==> config.mk <==
export PLATFORM = sky130hd
export DESIGN_NAME = uart_response_framer
export DESIGN_NICKNAME = d
export VERILOG_FILES = /design/src/rtl/uart_response_framer.sv
export SDC_FILE = /design/constraint.sdc
export NUM_CORES = 1
export LEC_CHECK = 0
export ABC_AREA = 1
export ABC_CLOCK_PERIOD_IN_PS = 2700
export CAP_MARGIN = 15
export CORE_MARGIN = 2
export CORE_UTILIZATION = 45
export CTS_BUF_LIST = sky130_fd_sc_hd__clkbuf_8 sky130_fd_sc_hd__clkbuf_16
export CTS_CLUSTER_DIAMETER = 100
export DETAILED_ROUTE_END_ITERATION = 10
export PLACE_DENSITY = 0.76
export SETUP_SLACK_MARGIN = 0.3
export SLEW_MARGIN = 10
export SYNTH_ARGS = -nofsm -noshare
export SYNTH_HDL_FRONTEND = slang
export SYNTH_SLANG_ARGS = --single-unit
==> constraint.sdc <==
create_clock -name clk -period 2.7 [get_ports clk]
set_clock_uncertainty 0.15 [all_clocks]
set_input_delay 0.27 -clock clk [delete_from_list [all_inputs] [get_ports clk]]
set_output_delay 0.27 -clock clk [all_outputs]
set_load 0.05 [all_outputs]
==> src/rtl/uart_response_framer.sv <==
// Frames a command/response as "[CMD:XX] [LEN:YYYY] [<payload>] [CKSUM:ZZ]\n"
// and streams it one byte per handshake into the UART TX byte port.
module uart_response_framer #(
    parameter int unsigned MAX_LEN = 128
) (
    input  logic        clk,
    input  logic        rst_n,
    input  logic        req_valid,
    output logic        req_ready,
    input  logic [7:0]  req_cmd,
    input  logic [15:0] req_len,
    input  logic [7:0]  pl_data,
    input  logic        pl_valid,
    output logic        pl_ready,
    output logic [7:0]  uart_tx_data,
    output logic        uart_tx_valid,
    input  logic        uart_tx_ready,
    output logic        busy,
    output logic        frame_done,
    output logic        len_err
);

    typedef enum logic [2:0] {IDLE, HDR, PAY_OPEN, PAYLOAD, PAY_CLOSE, CKS} state_t;

    localparam logic [15:0] MAX_LEN_L = MAX_LEN[15:0];

    state_t      state_reg, state_next;
    logic [4:0]  idx_reg, idx_next;
    logic [15:0] pay_cnt_reg, pay_cnt_next;
    logic [7:0]  cmd_reg, cmd_next;
    logic [15:0] len_reg, len_next;
    logic [7:0]  cksum_reg, cksum_next;
    logic [7:0]  tx_data_reg, tx_data_next;
    logic        tx_valid_reg, tx_valid_next;
    logic        frame_done_reg, frame_done_next;
    logic        len_err_reg, len_err_next;
    logic        tx_load;

    function automatic logic [7:0] hex(input logic [3:0] n);
        return (n < 4'd10) ? 8'h30 + {4'h0, n} : 8'h37 + {4'h0, n};
    endfunction

    function automatic logic [7:0] hdr_char(input logic [4:0] i, input logic [7:0] c,
                                            input logic [15:0] l);
        case (i)
            5'd0:    return 8'h5B;  // [
            5'd1:    return 8'h43;  // C
            5'd2:    return 8'h4D;  // M
            5'd3:    return 8'h44;  // D
            5'd4:    return 8'h3A;  // :
            5'd5:    return hex(c[7:4]);
            5'd6:    return hex(c[3:0]);
            5'd7:    return 8'h5D;  // ]
            5'd8:    return 8'h20;
            5'd9:    return 8'h5B;
            5'd10:   return 8'h4C;  // L
            5'd11:   return 8'h45;  // E
            5'd12:   return 8'h4E;  // N
            5'd13:   return 8'h3A;
            5'd14:   return hex(l[15:12]);
            5'd15:   return hex(l[11:8]);
            5'd16:   return hex(l[7:4]);
            5'd17:   return hex(l[3:0]);
            5'd18:   return 8'h5D;
            default: return 8'h20;
        endcase
    endfunction

    function automatic logic [7:0] cks_char(input logic [4:0] i, input logic [7:0] s);
        case (i)
            5'd0:    return 8'h5B;  // [
            5'd1:    return 8'h43;  // C
            5'd2:    return 8'h4B;  // K
            5'd3:    return 8'h53;  // S
            5'd4:    return 8'h55;  // U
            5'd5:    return 8'h4D;  // M
            5'd6:    return 8'h3A;  // :
            5'd7:    return hex(s[7:4]);
            5'd8:    return hex(s[3:0]);
            5'd9:    return 8'h5D;  // ]
            default: return 8'h0A;
        endcase
    endfunction

    assign tx_load       = !tx_valid_reg || uart_tx_ready;
    assign req_ready     = (state_reg == IDLE);
    assign busy          = (state_reg != IDLE);
    assign pl_ready      = (state_reg == PAYLOAD) && tx_load;
    assign uart_tx_data  = tx_data_reg;
    assign uart_tx_valid = tx_valid_reg;
    assign frame_done    = frame_done_reg;
    assign len_err       = len_err_reg;

    always_comb begin
        state_next      = state_reg;
        idx_next        = idx_reg;
        pay_cnt_next    = pay_cnt_reg;
        cmd_next        = cmd_reg;
        len_next        = len_reg;
        cksum_next      = cksum_reg;
        tx_data_next    = tx_data_reg;
        tx_valid_next   = tx_valid_reg && !uart_tx_ready;
        frame_done_next = 1'b0;
        len_err_next    = 1'b0;
        case (state_reg)
            IDLE: begin
                // The output register is always empty here, so '[' loads at once.
                if (req_valid) begin
                    if (req_len > MAX_LEN_L) begin
                        len_err_next = 1'b1;
                    end else begin
                        cmd_next      = req_cmd;
                        len_next      = req_len;
                        cksum_next    = req_cmd + req_len[7:0] + req_len[15:8];
                        tx_data_next  = 8'h5B;
                        tx_valid_next = 1'b1;
                        idx_next      = 5'd1;
                        state_next    = HDR;
                    end
                end
            end
            HDR: begin
                if (tx_load) begin
                    tx_data_next  = hdr_char(idx_reg, cmd_reg, len_reg);
                    tx_valid_next = 1'b1;
                    if (idx_reg == 5'd19) begin
                        idx_next   = 5'd0;
                        state_next = (len_reg != 16'd0) ? PAY_OPEN : CKS;
                    end else begin
                        idx_next = idx_reg + 5'd1;
                    end
                end
            end
            PAY_OPEN: begin
                if (tx_load) begin
                    tx_data_next  = 8'h5B;
                    tx_valid_next = 1'b1;
                    pay_cnt_next  = 16'd0;
                    state_next    = PAYLOAD;
                end
            end
            PAYLOAD: begin
                if (tx_load && pl_valid) begin
                    tx_data_next  = pl_data;
                    tx_valid_next = 1'b1;
                    cksum_next    = cksum_reg + pl_data;
                    if (pay_cnt_reg == len_reg - 16'd1) begin
                        state_next = PAY_CLOSE;
                    end else begin
                        pay_cnt_next = pay_cnt_reg + 16'd1;
                    end
                end
            end
            PAY_CLOSE: begin
                if (tx_load) begin
                    tx_valid_next = 1'b1;
                    if (idx_reg == 5'd0) begin
                        tx_data_next = 8'h5D;
                        idx_next     = 5'd1;
                    end else begin
                        tx_data_next = 8'h20;
                        idx_next     = 5'd0;
                        state_next   = CKS;
                    end
                end
            end
            CKS: begin
                // Index 11 means '\n' is loaded; finish once the UART takes it.
                if (idx_reg == 5'd11) begin
                    if (tx_valid_reg && uart_tx_ready) begin
                        idx_next        = 5'd0;
                        frame_done_next = 1'b1;
                        state_next      = IDLE;
                    end
                end else if (tx_load) begin
                    tx_data_next  = cks_char(idx_reg, cksum_reg);
                    tx_valid_next = 1'b1;
                    idx_next      = idx_reg + 5'd1;
                end
            end
            default: state_next = IDLE;
        endcase
    end

    always_ff @(posedge clk or negedge rst_n) begin
        if (!rst_n) begin
            state_reg      <= IDLE;
            idx_reg        <= 5'd0;
            pay_cnt_reg    <= 16'd0;
            cmd_reg        <= 8'd0;
            len_reg        <= 16'd0;
            cksum_reg      <= 8'd0;
            tx_data_reg    <= 8'd0;
            tx_valid_reg   <= 1'b0;
            frame_done_reg <= 1'b0;
            len_err_reg    <= 1'b0;
        end else begin
            state_reg      <= state_next;
            idx_reg        <= idx_next;
            pay_cnt_reg    <= pay_cnt_next;
            cmd_reg        <= cmd_next;
            len_reg        <= len_next;
            cksum_reg      <= cksum_next;
            tx_data_reg    <= tx_data_next;
            tx_valid_reg   <= tx_valid_next;
            frame_done_reg <= frame_done_next;
            len_err_reg    <= len_err_next;
        end
    end

endmodule

==> results.py <==
metrics = {
    "logic_synthesis": {
        "synth_ff_type": "dfrtp_1",
        "synth-async-reset-ratio_pct": 100,
        "synth-edff-count": 0,
        "ys_types": 45,
        "syn_area_per_cell_um2": 6.44,
        "synth_fp_nets": 1022,
        "synth_common_cells": "nand2_1 (251), inv_1 (138), nor2_1 (124), o21ai_0 (68), dfrtp_1 (67)",
        "yosys.area.top_type_share_pct": 27.5,
        "yosysSeqAreaShare_pct": 27.5,
        "netlist_instances": 946,
        "yosysMostFrequentCell": "nand2_1",
        "synth_area_leader_cell": "dfrtp_1",
        "synthesis.area_um2": 6090,
        "yosys_warnings": 0,
        "synthTopCellsByArea": "dfrtp_1 (28%), nand2_1 (15%), inv_1 (8.5%), nor2_1 (7.6%), ha_1 (6.2%)",
        "ys_seq_elements": 67,
    },
    "worst_setup_path": {
        "cp.arrival_ns": 2.50,
        "crit_path_cell_trace": "dlygate4sd2_1 > fa_1 > inv_1 > fa_2 > nor2_4 > o21ai_2 > nand2_1 > a21oi_2 > o21bai_1 > a21oi_1 > o21ai_1 > nand2_1 > nand2_1 > nand2_1",
        "end_kind": "register",
        "timing_worst_setup_path_type": "in -> reg",
        "worst_setup_path_start_kind": "primary input",
        "cp.buffers_inverters": 2,
        "crit_path_top_delay_cell": "fa_1",
        "crit_top_cell": "nand2_1",
        "slowest_delay_ns": 0.58,
        "cp_max_fo": 2,
        "crit_family": "adder cells",
        "required_ns": 2.78,
    },
    "global_routing": {
        "antenna_found_initial": 0,
        "grt_start_max_net_pins": 37,
        "grt_pass1_wl_um": 30200,
        "track_usage_pct": 26.1,
        "grt_pass1_vias": 6232,
        "globalRouteOverflowTotal": 0,
    },
    "timing": {
        "maxSlewViolCount": 0,
        "grt_setup_unrepaired": "yes",
        "setup_viol": 0,
        "tightest_slew_ns": 0.888,
        "max_freq_mhz": 414,
        "slew_headroom_pct": 40.8,
        "holdWs_ns": 0.0997,
        "hold_violations": 0,
        "period_share_pct": 89.4,
        "min_period_ns": 2.41,
    },
    "routing": {
        "ant_nets": 0,
        "drt-initial-drc-count": 604,
        "vias": 6539,
        "wl_per_cell_um": 15.1,
        "routed_wl_um": 18400,
        "firstDrtPassIters": 5,
        "drc_errors": 0,
        "met3_length_um": 1030,
        "route.met2.wl_um": 9040,
        "wl_met1_um": 7700,
        "dr.max_layer_used": "met4",
        "viasPerCell": 5.36,
    },
    "worst_hold_path": {
        "hold_path.class": "in -> reg",
    },
    "die": {
        "start_util_pct": 46.0,
        "dieWidth_um": 120,
        "die_h_um": 120,
        "core_um2": 13200,
        "die-area_um2": 14500,
        "ios": 51,
        "rows": 42,
    },
    "power_and_ir_drop": {
        "ir_worst_vdd_v": 0.000488,
        "power_frac_comb_pct": 58.0,
        "intPower_w": 0.00302,
        "seqPwrFrac_pct": 23.5,
        "p_total_w": 0.00585,
        "netSwitchingPower_w": 0.00283,
        "pwr-share-clk_pct": 18.5,
        "switching_share_pct": 48.4,
        "p_per_area_nw_per_um2": 762,
        "p_leak_nw": 3.89,
    },
    "clock_tree": {
        "ctsHtreeMaxLevel": 3,
        "cts_tree": "built",
        "cts_root_buffer": "clkbuf_16",
        "cts_inserted_buffers": 9,
        "clock_path_buffers": 2,
        "clk_latency_ns": 0.35,
        "clk_pin_slew_ns": 0.05,
        "clock_sinks": 67,
    },
    "layout": {
        "area_delta_synth_final_pct": 26.0,
        "post-route-util_pct": 58.0,
        "diodes": 0,
        "fin_cells": 1220,
        "nets": 1116,
        "final_cell_area_um2": 7680,
        "layout-drive-gt1-share_pct": 14.8,
        "fill_cells": 1266,
    },
    "placed_design": {
        "io_buffer_count": 50,
        "gp_congestion": 0.962,
        "dp_cells": 1180,
        "hpwlAfterDp_um": 13900,
        "place_area_um2": 6950,
    },
    "flow_run": {
        "cap_violations": 0,
    },
    "run_status": {
        "status": "completed",
    },
}
## final cells by class
cell class	count	area, um^2	area share, %
Timing Repair Buffer	101	911	11.9
Clock inverter	5	22.5	0.293
Inverter	142	538	7.01
Clock buffer	10	239	3.11
Sequential cell	67	1680	21.9
Tap cell	176	220	2.87
Multi-Input combinational cell	719	4070	53.0
## stage by stage
stage,setup slack [ns],TNS (ns)
finish,0.286,0
global route,0.175,0
CTS,0.237,0
detailed placement,-0.302,-0.542
global placement,-0.223,-0.297
floorplan,0.318,0
## cell usage in the layout (no fill, tap or decap), types with 4 or more instances in the layout
| cell | n |
|---|---|
| a21oi_1 | 36 |
| buf_4 | 48 |
| clkbuf_16 | 9 |
| clkdlybuf4s50_1 | 33 |
| clkinv_2 | 4 |
| dfrtp_1 | 64 |
| dlygate4sd2_1 | 6 |
| dlymetal6s2s_1 | 5 |
| fa_1 | 7 |
| ha_1 | 23 |
| ha_4 | 4 |
| inv_1 | 125 |
| inv_2 | 16 |
| nand2_1 | 242 |
| nand2_2 | 11 |
| nand3_1 | 63 |
| nand3b_1 | 4 |
| nand4_1 | 12 |
| nor2_1 | 104 |
| nor2_2 | 18 |
| nor2_4 | 8 |
| nor3_1 | 22 |
| nor3_2 | 6 |
| o211ai_1 | 7 |
| o21ai_0 | 61 |
| o21ai_1 | 7 |
| o21bai_1 | 4 |
| o22ai_1 | 7 |
| xnor2_1 | 13 |
| xor2_1 | 21 |
## worst reg2reg max path: stages, from the launching register on
cell	delay [ns]
dfrtp_1	0.39
inv_2	0.08
ha_4	0.17
inv_1	0.05
nand2_1	0.07
nand2_2	0.09
nand2_1	0.05
nand2_1	0.06
nand2_1	0.05
nor2_1	0.09
nand2_1	0.08
nor2_2	0.13
nand3_2	0.11
o21bai_4	0.15
buf_12	0.13
nand2_8	0.10
nand2_8	0.12
nand2_1	0.06
nand2_1	0.08
## final timing paths
check                           startpoint              end  slack, ns  depth (start not counted)
min                             req_cmd[0]       cmd_reg[0]        0.1                          3
min reg2reg                uart_tx_data[2]  uart_tx_data[2]       0.33                          2
min in group asynchronous            rst_n   pay_cnt_reg[0]       0.43                          2
max                            req_len[10]     cksum_reg[7]       0.29                         14
max reg2reg                     len_reg[1]  pay_cnt_reg[10]       0.43                         18
max in group asynchronous            rst_n       len_reg[8]       1.28                          3
## power by group through the flow
stage	combinational [W]	sequential (W)	clock [W]
4_1_cts	0.00321	0.00137	0.00109
5_1_grt	0.00375	0.00140	0.00113
3_3_place_gp	0.00303	0.00138	0
2_1_floorplan	0.00197	0.00152	0
6_report	0.00339	0.00138	0.00108
3_5_place_dp	0.00305	0.00138	0
## logic make-up (layout without fill, tap and decap cells)
| family | Yosys count | in the layout | share of synthesized area, % |
|---|---|---|---|
| flops | 67 | 67 | 27.5 |
| simple gates | 502 | 504 | 34.9 |
| buf+inv | 162 | 258 | 10.4 |
| fa+ha+maj | 39 | 39 | 9.12 |
| compound gates | 142 | 142 | 13.2 |
| xor+xnor | 34 | 34 | 4.89 |
## what timing repair did
item / in CTS / in global routing
setup buffers: 11 / 11
hold buffers: 1 / 0
pin swaps: 15 / 20
gates resized for setup: 35 / 75
endpoints found under the hold margin: 35 / 0
endpoints found under the setup margin: 23 / 41
gates cloned: 2 / 0
## layer usage
| metal | vias up | GRT usage, % |
|---|---|---|
| li1 | 3242 | - |
| met1 | 3014 | 32.7 |
| met2 | 230 | 44.7 |
| met3 | 53 | 4.10 |
| met4 | 0 | 10.7 |
| met5 | - | 0 |
Power figures use the tool's default switching activity.
